**src/rtl/dcache_port_arbiter.sv**
```systemverilog
// Two-requester round-robin arbiter sharing one data-cache port.
// Latches the winning access and holds it on the cache until stall drops.
module dcache_port_arbiter #(
    parameter int unsigned DATA_W  = 32,
    parameter int unsigned ADDR_W  = 32,
    parameter int unsigned TIMEOUT = 1024
) (
    input  logic              clk,
    input  logic              reset,
    input  logic              re0,
    input  logic              we0,
    input  logic [DATA_W-1:0] wd0,
    input  logic [ADDR_W-1:0] addr0,
    output logic [DATA_W-1:0] rd0,
    output logic              stall0,
    input  logic              re1,
    input  logic              we1,
    input  logic [DATA_W-1:0] wd1,
    input  logic [ADDR_W-1:0] addr1,
    output logic [DATA_W-1:0] rd1,
    output logic              stall1,
    output logic              c_RE,
    output logic              c_WE,
    output logic [DATA_W-1:0] c_WD,
    output logic [ADDR_W-1:0] c_addr,
    input  logic [DATA_W-1:0] c_RD,
    input  logic              c_stall,
    output logic              owner,
    output logic              timeout_err
);

    localparam int unsigned CNT_W = $clog2(TIMEOUT + 1);

    typedef enum logic {ST_IDLE, ST_OWN} state_t;

    state_t             r_state;
    logic               r_rr_last;
    logic [CNT_W-1:0]   r_stall_cnt;

    logic               w_req0;
    logic               w_req1;
    logic               w_grant;
    logic               w_done;
    logic [CNT_W-1:0]   w_cnt_inc;

    assign w_req0  = re0 | we0;
    assign w_req1  = re1 | we1;
    // On a tie the port that did not win last time goes first.
    assign w_grant = (w_req0 && w_req1) ? ~r_rr_last : w_req1;
    assign w_done  = (r_state == ST_OWN) && !c_stall;

    assign stall0 = w_req0 & ~(w_done & ~owner);
    assign stall1 = w_req1 & ~(w_done & owner);
    assign rd0    = owner ? '0 : c_RD;
    assign rd1    = owner ? c_RD : '0;

    assign w_cnt_inc = (r_stall_cnt == CNT_W'(TIMEOUT)) ? r_stall_cnt
                                                         : r_stall_cnt + CNT_W'(1);

    always_ff @(posedge clk) begin
        if (!reset) begin
            r_state     <= ST_IDLE;
            r_rr_last   <= 1'b1;
            r_stall_cnt <= '0;
            c_RE        <= 1'b0;
            c_WE        <= 1'b0;
            c_WD        <= '0;
            c_addr      <= '0;
            owner       <= 1'b0;
            timeout_err <= 1'b0;
        end else begin
            case (r_state)
                ST_IDLE: begin
                    if (w_req0 || w_req1) begin
                        r_state     <= ST_OWN;
                        owner       <= w_grant;
                        r_stall_cnt <= '0;
                        // A write takes precedence when both RE and WE are set.
                        if (w_grant) begin
                            c_WE   <= we1;
                            c_RE   <= ~we1;
                            c_addr <= addr1;
                            c_WD   <= wd1;
                        end else begin
                            c_WE   <= we0;
                            c_RE   <= ~we0;
                            c_addr <= addr0;
                            c_WD   <= wd0;
                        end
                    end
                end
                ST_OWN: begin
                    if (c_stall) begin
                        r_stall_cnt <= w_cnt_inc;
                        if (w_cnt_inc == CNT_W'(TIMEOUT)) begin
                            timeout_err <= 1'b1;
                        end
                    end else begin
                        r_rr_last <= owner;
                        c_RE      <= 1'b0;
                        c_WE      <= 1'b0;
                        r_state   <= ST_IDLE;
                    end
                end
            endcase
        end
    end

endmodule

```
**config.mk**
```make
export PLATFORM = sky130hd
export DESIGN_NAME = dcache_port_arbiter
export DESIGN_NICKNAME = d
export VERILOG_FILES = /design/src/rtl/dcache_port_arbiter.sv
export SDC_FILE = /design/constraint.sdc
export NUM_CORES = 1
export LEC_CHECK = 0
export CAP_MARGIN = 30
export CORE_AREA = 2 2 117 119
export DETAILED_ROUTE_END_ITERATION = 12
export DIE_AREA = 0 0 119 121
export PLACE_DENSITY = 0.76
export SYNTH_ARGS = -nofsm -noshare
export SYNTH_HDL_FRONTEND = slang
export SYNTH_SLANG_ARGS = --single-unit
```
**constraint.sdc**
```tcl
create_clock -name clk -period 2 [get_ports clk]
set_input_delay 0.3 -clock clk [delete_from_list [all_inputs] [get_ports clk]]
set_output_delay 0.3 -clock clk [all_outputs]
set_load 0.02 [all_outputs]
```
==> run metrics <==
status=finished clean; post-synth top area share=37.89%; Synth Cell Area=about 0.0043 mm²; max_slew headroom=between 70% and 80%; Peak VDD IR=about 0.34 mV; Root Driver=clkbuf_16; DR vias=about 4700; Post-Route WL=~15000 µm; Tcrit/Tclk final=a little over nine tenths; row count=42; Max Clk Rate=518.7 MHz; Crit Path Max Fanout=12; Fill cells=1084; Syn Nets=662; Synth Flop Type=dfxtp_1; I/O Pins=301; cell count after synthesis=approximately 490; H-Tree Depth=3; DRC Markers=0; Num CTS Buffers=9; Mapped Avg Cell Area=8.680 µm²; placed cells=approximately 950; Starting Density=between 30% and 40%; pin count of the biggest net entering global routing=79; worst-margin pin slew=0.4453 ns; grt ovf=0; Seq/Total Area, Yosys=between 30% and 40%; Die ar.=0.01440 mm²; Slew Viols, Final=0; critical path class=reg -> out; Iteration-0 DRC Markers=162; total track usage=between 20% and 30%; min cycle time layout=just under 2 ns; Placer Congestion=between 0.8 and 0.9; Pwr Density=about 670 mW/mm²; cell taking the most area after synthesis=dfxtp_1; final hold vios=0; EDFF count, synth=0; WP data required=around 1.7 ns; DPL Wire Length=between 10000 and 15000 µm; CTS max path bufs=2; PnR worst setup slack=slightly above 0.07 ns; clock slew at reported path FFs=around 0.060 ns; vias in the first global route=roughly 4600; detailed-router iteration count before antenna repair=4; library cells used by synthesis=40; hold crit path type=reg -> reg; hold_ws=~0.47 ns; nets=958; core box area=around 0.013 mm²; die height=121 µm; flops & latches, synth=81; CTS Hold Bufs=0; setup bufs post-CTS=0; Chip Width=roughly 120 µm; TritonCTS clock tree=done; initial antenna violation count=1; WL per Instance=15.55 µm; fin cells=just under 1000; pre-CTS setup slack=-0.07671 ns; Synth Warn #=0; Hold Path Depth=2; Critical Path AT=around 1.6 ns; top cells by area, synth=dfxtp_1, mux2i_1, a211oi_1, nor2_1, and2_1; Layout area overhead=85.82%; # clock sinks=approximately 80; Final Setup Violations=0; first-pass GRT wire length=about 23000 µm; post-DR vias/cell=about 4.9; port bufs=300; number of max-cap violations=0; share of layout cells above drive strength 1=6.675%; reg2reg path depth=6; Leak=3.589 nW; area of the multi-input gates=0.002430 mm²; total power=5.298 mW; Seq. cell area=approximately 0.0016 mm²; ys async rst share=0%; Final Skew=about 0.0078 ns; Clock Latency Late Sink=0.34 ns; setup TNS=0 ns; ANT nets after route=0; top cells by count, synth=dfxtp_1, nor2_1, a211oi_1; crit start category=flip-flop; Critical Path Sink Type=output pin
cell type report:
type | instances | share of cell area (%)
Sequential cell | 81 | 20.41
Clock inverter | 7 | 0.9756
Antenna cell | 1 | 0.03147
Tap cell | 176 | 2.769
Clock buffer | 9 | 2.832
Timing Repair Buffer | 328 | 42.19
Inverter | 5 | 0.2360
Multi-Input combinational cell | 364 | 30.56
through the flow:
step,util (%),cell area [µm²]
2_1_floorplan,-,4279
5_1_grt,60.77,7951
4_1_cts,60.40,7904
6_report,60.77,7951
3_5_place_dp,58.18,7612
3_3_place_gp,58.18,7612
layout by cell type (no fill, tap or decap), types with 12 or more instances in the layout:
cell type and instances:
a211oi_1 65, a21oi_1 12, and2_1 34, buf_4 20, clkdlybuf4s50_1 273, dfxtp_1 80, dlymetal6s2s_1 17, mux2i_1 64
nand2_1 14, nor2_1 81, nor2b_1 33
power breakdown:
part | internal, mW | switching, mW | total (mW)
combinational | 0.954 | 0.816 | 1.77
sequential | 1.76 | 0.0817 | 1.84
clock | 0.978 | 0.705 | 1.68
total | 3.69 | 1.60 | 5.30
worst paths after layout:
kind	slack (ns)	endpoint	start
setup / recovery	0.07	rd1[29]	owner
hold / removal	0.47	timeout_err	timeout_err
setup reg to reg	0.20	timeout_err	r_stall_cnt[1]
hold reg to reg	0.47	timeout_err	timeout_err
sequential cells by signal (all words and copies together) (netlist names):
signal	flops
c_WD	32
c_addr	32
r_stall_cnt	11
c_RE	1
c_WE	1
owner	1
r_rr_last	1
r_state	1
timeout_err	1
worst max-delay path, cell delays in order (launching register included):
cell	delay, ns
dfxtp_2	0.35
buf_4	0.18
and2_1	0.14
clkdlybuf4s50_1	0.62
per-layer routing:
layer	global-route usage (%)	part of all wire, %	up-vias
met5	0	0	-
li1	-	-	2334
met3	7.566	9.0	29
met1	20.52	37	2127
met2	37.14	51	231
met4	7.887	2.9	0
kinds of logic after synthesis:
logic type / share of synthesized area [%]
compound gates: 17.37
xor+xnor: 0.8189
fa+ha+maj: 0.5847
buf+inv: 5.818
flops: 37.89
mux: 14.97
simple gates: 22.54
timing repair:
item                       4_1_cts  5_1_grt
pin swaps                        0        0
cloned                           0        0
setup endpoints to repair        9       18
resized for setup                9       18
(Power assumes the default switching activity.)
